**config.mk**
```make
export PLATFORM = sky130hd
export DESIGN_NAME = addr_bus_6801_flat
export DESIGN_NICKNAME = d
export VERILOG_FILES = /design/src/rtl/addr_bus_6801_pkg.sv /design/src/rtl/addr_bus_6801_if.sv /design/src/rtl/addr_bus_6801.sv /design/src/flat_wrapper.sv
export SDC_FILE = /design/constraint.sdc
export NUM_CORES = 1
export LEC_CHECK = 0
export CORE_MARGIN = 2
export CORE_UTILIZATION = 56
export CTS_CLUSTER_SIZE = 25
export DETAILED_ROUTE_END_ITERATION = 10
export DONT_BUFFER_PORTS = 1
export MAX_ROUTING_LAYER = met4
export PLACE_DENSITY = 0.82
export SLEW_MARGIN = 10
export SYNTH_ARGS = -nofsm -noshare
export SYNTH_HDL_FRONTEND = slang
export SYNTH_SLANG_ARGS = --single-unit
```
**constraint.sdc**
```tcl
create_clock -name clk -period 3.51 [get_ports clk]
set_input_delay 0.8775 -clock clk [delete_from_list [all_inputs] [get_ports clk]]
set_output_delay 0.8775 -clock clk [all_outputs]
set_load 0.005 [all_outputs]
```
**src/rtl/addr_bus_6801_pkg.sv**
```systemverilog
// Shared 6801 core types: EA-unit control, bus-address control and bus FSM state.
// Pure declarations; no logic.
package addr_bus_6801_pkg;

    typedef enum logic [2:0] {
        reset_ea,
        load_ea,
        add_ea,
        fetch_first_ea,
        fetch_next_ea
    } ea_type;

    typedef enum logic [2:0] {
        idle_ad,
        fetch_ad,
        read_ad,
        write_ad,
        push_ad,
        pull_ad,
        int_hi_ad,
        int_lo_ad
    } addr_type;

    typedef enum logic {
        IDLE,
        WAIT
    } bus_state_t;

    localparam logic [15:0] VEC_BASE = 16'hFFF0;

endpackage

```
**src/rtl/addr_bus_6801_if.sv**
```systemverilog
// Core-to-bus-stage signal bundle: address sources and control in, bus and stall out.
// master = sequencer/datapath/memory side, slave = bus-cycle stage.
interface addr_bus_6801_if;
    import addr_bus_6801_pkg::*;

    addr_type    addr_ctrl;
    logic [15:0] pc;
    logic [15:0] ea;
    logic [15:0] sp;
    logic [2:0]  iv;
    logic [7:0]  dout;
    logic        mem_ready;
    logic [7:0]  mem_rdata;
    logic [15:0] addr;
    logic        vma;
    logic        rw;
    logic [7:0]  wdata;
    logic [7:0]  data_in;
    logic        hold;
    logic        bus_err;

    modport master (
        output addr_ctrl, pc, ea, sp, iv, dout, mem_ready, mem_rdata,
        input  addr, vma, rw, wdata, data_in, hold, bus_err
    );

    modport slave (
        input  addr_ctrl, pc, ea, sp, iv, dout, mem_ready, mem_rdata,
        output addr, vma, rw, wdata, data_in, hold, bus_err
    );

endinterface

```
**src/rtl/addr_bus_6801.sv**
```systemverilog
// Bus-cycle stage: address mux, vma/rw/wdata drive and wait-state insertion for slow memory.
// Fast access 1 cycle, slow 1+SLOW_WAIT or more; hold stalls the core until mem_ready or timeout.
module addr_bus_6801
    import addr_bus_6801_pkg::*;
#(
    parameter logic [7:0] SLOW_PAGE = 8'hBF,
    parameter int         SLOW_WAIT = 2,
    parameter int         TIMEOUT   = 255
) (
    input  logic              clk,
    input  logic              rst,
    addr_bus_6801_if.slave    bus
);

    localparam int         TW       = (TIMEOUT > 2) ? $clog2(TIMEOUT) : 1;
    // The start cycle in IDLE already counts as the first slow wait cycle.
    localparam logic [3:0] CNT_LOAD = (SLOW_WAIT > 0) ? 4'(SLOW_WAIT - 1) : 4'd0;

    bus_state_t  state_q, state_d;
    logic [15:0] addr_q;
    logic        rw_q;
    logic [7:0]  wdata_q;
    logic [7:0]  data_q;
    logic [3:0]  cnt_q, cnt_d;
    logic [TW-1:0] tout_q, tout_d;

    logic [15:0] mux_addr;
    logic        mux_rw;
    logic        mux_vma;
    logic        slow;
    logic        tout_last;
    logic        latch;
    logic        cap_rd;
    logic        cap_ff;

    always_comb begin
        mux_addr = 16'hFFFF;
        mux_rw   = 1'b1;
        mux_vma  = 1'b1;
        case (bus.addr_ctrl)
            idle_ad:   mux_vma  = 1'b0;
            fetch_ad:  mux_addr = bus.pc;
            read_ad:   mux_addr = bus.ea;
            write_ad: begin
                mux_addr = bus.ea;
                mux_rw   = 1'b0;
            end
            push_ad: begin
                mux_addr = bus.sp;
                mux_rw   = 1'b0;
            end
            pull_ad:   mux_addr = bus.sp + 16'd1;
            int_hi_ad: mux_addr = VEC_BASE | {12'h000, bus.iv, 1'b0};
            int_lo_ad: mux_addr = VEC_BASE | {12'h000, bus.iv, 1'b1};
            default:   mux_vma  = 1'b0;
        endcase
    end

    assign slow      = mux_vma && (mux_addr[15:8] == SLOW_PAGE) && (SLOW_WAIT > 0);
    assign tout_last = (int'(tout_q) + 1) >= (TIMEOUT - 1);

    always_comb begin
        state_d     = state_q;
        cnt_d       = cnt_q;
        tout_d      = tout_q;
        latch       = 1'b0;
        cap_rd      = 1'b0;
        cap_ff      = 1'b0;
        bus.addr    = mux_addr;
        bus.vma     = mux_vma;
        bus.rw      = mux_rw;
        bus.wdata   = bus.dout;
        bus.data_in = data_q;
        bus.hold    = 1'b0;
        bus.bus_err = 1'b0;

        case (state_q)
            IDLE: begin
                if (mux_vma) begin
                    if (!slow && bus.mem_ready) begin
                        if (mux_rw) begin
                            bus.data_in = bus.mem_rdata;
                            cap_rd      = 1'b1;
                        end
                    end else begin
                        bus.hold = 1'b1;
                        latch    = 1'b1;
                        cnt_d    = slow ? CNT_LOAD : 4'd0;
                        tout_d   = '0;
                        state_d  = WAIT;
                    end
                end
            end
            WAIT: begin
                bus.addr  = addr_q;
                bus.vma   = 1'b1;
                bus.rw    = rw_q;
                bus.wdata = wdata_q;
                if (cnt_q != 4'd0) begin
                    cnt_d    = cnt_q - 4'd1;
                    bus.hold = 1'b1;
                end else if (bus.mem_ready) begin
                    if (rw_q) begin
                        bus.data_in = bus.mem_rdata;
                        cap_rd      = 1'b1;
                    end
                    state_d = IDLE;
                end else if (tout_last) begin
                    // Forced completion: reads return FF, writes are simply dropped.
                    bus.bus_err = 1'b1;
                    if (rw_q) begin
                        bus.data_in = 8'hFF;
                        cap_ff      = 1'b1;
                    end
                    state_d = IDLE;
                end else begin
                    tout_d   = tout_q + TW'(1);
                    bus.hold = 1'b1;
                end
            end
            default: state_d = IDLE;
        endcase

        if (rst) begin
            bus.addr    = 16'hFFFE;
            bus.vma     = 1'b0;
            bus.rw      = 1'b1;
            bus.hold    = 1'b0;
            bus.bus_err = 1'b0;
        end
    end

    always_ff @(posedge clk) begin
        if (rst) begin
            state_q <= IDLE;
            cnt_q   <= 4'd0;
            tout_q  <= '0;
            data_q  <= 8'h00;
            addr_q  <= 16'h0000;
            rw_q    <= 1'b1;
            wdata_q <= 8'h00;
        end else begin
            state_q <= state_d;
            cnt_q   <= cnt_d;
            tout_q  <= tout_d;
            if (latch) begin
                addr_q  <= mux_addr;
                rw_q    <= mux_rw;
                wdata_q <= bus.dout;
            end
            if (cap_rd) begin
                data_q <= bus.mem_rdata;
            end else if (cap_ff) begin
                data_q <= 8'hFF;
            end
        end
    end

endmodule
```
**src/flat_wrapper.sv**
```systemverilog
// flat-port wrapper written by rule: the top's interface ports become plain ports
module addr_bus_6801_flat import addr_bus_6801_pkg::*;
#(
    parameter logic [7:0] SLOW_PAGE = 8'hBF,
    parameter int         SLOW_WAIT = 2,
    parameter int         TIMEOUT   = 255
)
  (clk, rst, bus_addr_ctrl, bus_pc, bus_ea, bus_sp, bus_iv, bus_dout, bus_mem_ready, bus_mem_rdata, bus_addr, bus_vma, bus_rw, bus_wdata, bus_data_in, bus_hold, bus_bus_err);
  addr_bus_6801_if bus_i ();
  input  logic clk;
  input  logic rst;
  input wire logic [$bits(bus_i.addr_ctrl)-1:0] bus_addr_ctrl;
  input wire logic [$bits(bus_i.pc)-1:0] bus_pc;
  input wire logic [$bits(bus_i.ea)-1:0] bus_ea;
  input wire logic [$bits(bus_i.sp)-1:0] bus_sp;
  input wire logic [$bits(bus_i.iv)-1:0] bus_iv;
  input wire logic [$bits(bus_i.dout)-1:0] bus_dout;
  input wire logic [$bits(bus_i.mem_ready)-1:0] bus_mem_ready;
  input wire logic [$bits(bus_i.mem_rdata)-1:0] bus_mem_rdata;
  output wire logic [$bits(bus_i.addr)-1:0] bus_addr;
  output wire logic [$bits(bus_i.vma)-1:0] bus_vma;
  output wire logic [$bits(bus_i.rw)-1:0] bus_rw;
  output wire logic [$bits(bus_i.wdata)-1:0] bus_wdata;
  output wire logic [$bits(bus_i.data_in)-1:0] bus_data_in;
  output wire logic [$bits(bus_i.hold)-1:0] bus_hold;
  output wire logic [$bits(bus_i.bus_err)-1:0] bus_bus_err;
  assign bus_i.addr_ctrl = bus_addr_ctrl;
  assign bus_i.pc = bus_pc;
  assign bus_i.ea = bus_ea;
  assign bus_i.sp = bus_sp;
  assign bus_i.iv = bus_iv;
  assign bus_i.dout = bus_dout;
  assign bus_i.mem_ready = bus_mem_ready;
  assign bus_i.mem_rdata = bus_mem_rdata;
  assign bus_addr = bus_i.addr;
  assign bus_vma = bus_i.vma;
  assign bus_rw = bus_i.rw;
  assign bus_wdata = bus_i.wdata;
  assign bus_data_in = bus_i.data_in;
  assign bus_hold = bus_i.hold;
  assign bus_bus_err = bus_i.bus_err;
  addr_bus_6801 #(.SLOW_PAGE(SLOW_PAGE), .SLOW_WAIT(SLOW_WAIT), .TIMEOUT(TIMEOUT)) u_core (.clk(clk), .rst(rst), .bus(bus_i));
endmodule
```
==> reports/results.tsv <==
metric	value	unit
h-tree-depth	2	
grt_use_total	31.1	%
ir_drop	0.268	mV
synth_compound_area_share	31.3	%
cts_buffers	5	
critPathCaptureType	output port	
synthSimpleGateAreaFrac	25.5	%
antenna_found_initial	0	
synth_top_family_by_area	compound AO/OA/AOI/OAI gates	
arrival	2.70	ns
worstPathRequired	2.63	ns
tightest_slew	0.646	ns
fin_nets	595	
crit_path_top_delay_cell	or4_4	
setup_violations	8	
die_h	86.1	um
slowest_delay	0.55	ns
dp.cells	577	
ys_warn_count	0	
power_density	333	nW/um^2
drive_above_1_share	23.9	%
overflow	0	
synth_area_per_cell	7.68	um^2
p_leak	1.71	nW
place_area	4090	um^2
num_rows	29	
seq_area_frac_synth	24.4	%
fin_util	69.3	%
status	finished, violations left	
use_met1	38.6	%
drt_iter0_markers	257	
final_antenna_net_count	0	
numPortBuffers	0	
crit_type	in2out	
via_count	4052	
synthAdderAreaFrac	1.66	%
slew_violations	0	
dominantRegCellSynth	dfxtp_1	
cts.sinks	46	
dieArea	7420	um^2
worst_hold_path_type	reg2reg	
final_cell_count_no_fill	595	
place_congestion	0.920	
slew_headroom	56.8	%
clock_path_buffers	2	
place_ws	-0.204	ns
final_area	4450	um^2
synth.area.mux_share	8.52	%
area_delta_synth_final	17.8	%
grt_use_met3	5.68	%
viasPerCell	6.81	
skew	0.00378	ns
grt_pass1_vias	3932	
wl	11300	um
drc	0	
rsz0062_at_grt	yes	
chipWidth	86.1	um
initial_core_util	58.8	%
hpwl	7880	um
fp.coreArea	6420	um^2
netlist_instances	492	
synth_cell_types	67	
syn_nets	570	
grt_first_pass_wirelength	18200	um
cts_hold_buf	0	
period_minus_slack	3.58	ns
insertion_delay	0.30	ns
crit_path_max_fanout	8	
wire_per_inst	19.0	um
period_share	102	%
cts_tree	built	
crit_path_start_kind	input pin	
crit_chain	ha_4, nand3_4, or4_4, a21oi_4, o22ai_4, o31ai_4, buf_12, a31oi_2, a21oi_2	
n_antenna_cell	0	
grtUsageMet2	49.6	%
max-cap-violations	0	
drtPass1Iterations	5	
grt_start_max_net_pins	61	
async_reset_ff_share	0	%
clk_pin_slew_worst_paths	0.09	ns
synthesis.area	3780	um^2
io_pins	109	
fin_ws	-0.0710	ns
yosys_register_bits	46	
cts_root_buffer	clkbuf_8	
top_usage_layer	met2	
synth-edff-count	0	
fmax	279	MHz
hold_violations	0	
synthXorXnorAreaFrac	2.55	%
violations	setup timing	
where the power goes:
part | switching, W | internal, W | leakage, nW
sequential | 0.0000216 | 0.000564 | 0.378
combinational | 0.000276 | 0.000216 | 1.28
clock | 0.000192 | 0.000213 | 0.0514
worst max-delay path: cells and delay by family:
family | cells | cell delay [ns]
adders and majority gates | 1 | 0.13
AOI/OAI and AO/OA | 5 | 0.86
and+or+nand+nor | 2 | 0.66
buffers and inverters | 1 | 0.18
layer usage:
layer	vias up	wire, um
met5	-	0
met4	0	309
met3	32	794
met2	171	5330
met1	1951	4870
li1	1898	-
sequential cells by signal, indices dropped and copies added, names as in the netlist:
register,flops
u_core.state_q,1
u_core.tout_q,8
u_core.wdata_q,8
u_core.cnt_q,4
u_core.addr_q,16
u_core.data_q,8
u_core.rw_q,1
layout by cell type (no fill, tap or decap), types with 3 or more instances in the layout:
| cell | instances |
|---|---|
| nand3_1 | 8 |
| o32ai_1 | 10 |
| o31ai_1 | 7 |
| mux2_2 | 9 |
| xnor2_1 | 9 |
| ha_1 | 4 |
| a211oi_2 | 3 |
| a21oi_2 | 12 |
| nand2b_1 | 12 |
| nor3_1 | 13 |
| mux2i_1 | 22 |
| o31ai_2 | 5 |
| inv_1 | 14 |
| nor2_1 | 39 |
| nor2b_1 | 8 |
| a211oi_1 | 19 |
| or2_2 | 3 |
| clkbuf_8 | 5 |
| nor4_1 | 7 |
| a41o_1 | 11 |
| or4_1 | 3 |
| buf_4 | 50 |
| o22ai_1 | 9 |
| nand4_1 | 7 |
| a21oi_1 | 19 |
| o21ai_0 | 21 |
| o22a_1 | 4 |
| or3_1 | 3 |
| nand2_1 | 70 |
| a31oi_2 | 7 |
| dfxtp_1 | 46 |
metrics by stage:
step | total power (W) | hold slack, ns | setup TNS (ns)
after floorplan | 0.000931 | 0.431 | -0.0143
after global placement | 0.00102 | 0.439 | -1.01
after detailed placement | 0.00103 | 0.450 | -1.44
after CTS | 0.00146 | 0.463 | -0.589
after global routing | 0.00155 | 0.477 | -1.20
final | 0.00148 | 0.463 | -0.500
final timing paths:
| path | from | cells past startpoint | slack [ns] | to |
|---|---|---|---|---|
| max | bus_sp[0] | 9 | -0.07 | bus_data_in[3] |
| min | u_core.addr_q[4] | 2 | 0.46 | u_core.addr_q[4] |
| max reg2reg | u_core.tout_q[1] | 9 | 0.97 | u_core.tout_q[0] |
| min reg2reg | u_core.addr_q[4] | 2 | 0.46 | u_core.addr_q[4] |
cell families (layout without fill, tap and decap cells):
family,Yosys count,in the layout
compound gates,155,155
fa+ha+maj,5,5
mux,31,31
flops,46,46
xor+xnor,11,11
simple gates,193,194
buf+inv,51,76
cell usage after synthesis, types with 2 or more instances:
cell | number | share of area, %
nand4_1 | 7 | 1.2
nand2_1 | 70 | 7.0
a211oi_1 | 19 | 3.8
a311oi_1 | 2 | 0.46
xnor2_1 | 9 | 2.1
clkbuf_1 | 22 | 2.2
o22ai_1 | 9 | 1.5
nand3b_1 | 2 | 0.40
ha_1 | 5 | 1.7
a21oi_2 | 3 | 0.70
o22a_1 | 4 | 0.93
buf_4 | 2 | 0.40
o32ai_1 | 10 | 2.3
a21oi_1 | 28 | 3.7
nor4_1 | 9 | 1.5
nand2b_1 | 12 | 2.0
mux2_2 | 9 | 2.7
nand3_1 | 8 | 1.1
buf_6 | 3 | 0.89
or4_1 | 3 | 0.60
a211oi_2 | 3 | 0.99
o211ai_1 | 2 | 0.40
nor3_4 | 2 | 0.86
o32ai_2 | 2 | 0.86
and2_1 | 2 | 0.33
mux2i_1 | 22 | 5.8
or2_2 | 3 | 0.50
a31oi_1 | 10 | 1.7
buf_1 | 4 | 0.40
nor2b_1 | 8 | 1.3
o31ai_1 | 12 | 2.4
dfxtp_1 | 46 | 24
a21o_1 | 2 | 0.40
inv_1 | 15 | 1.5
a41o_1 | 11 | 2.9
nor3_1 | 14 | 1.9
nor2_1 | 40 | 4.0
and3_1 | 2 | 0.33
or3_1 | 3 | 0.50
xor2_1 | 2 | 0.46
buf_2 | 5 | 0.66
o21ai_0 | 21 | 2.8
area by class of cell:
type,count,area [um^2]
sequential,46,921
inverter,15,56.3
fill,507,1970
timing repair buffer,53,427
tap,77,96.3
multi-input combinational,396,2840
clock inverter,2,37.5
clock buffer,6,72.6
repair_timing:
action,4_1_cts,5_1_grt
pin swaps,8,2
resized for setup,25,8
endpoints found under the setup margin,9,9
setup buffers,3,6
gates cloned,0,1
Power figures use the tool's default switching activity.
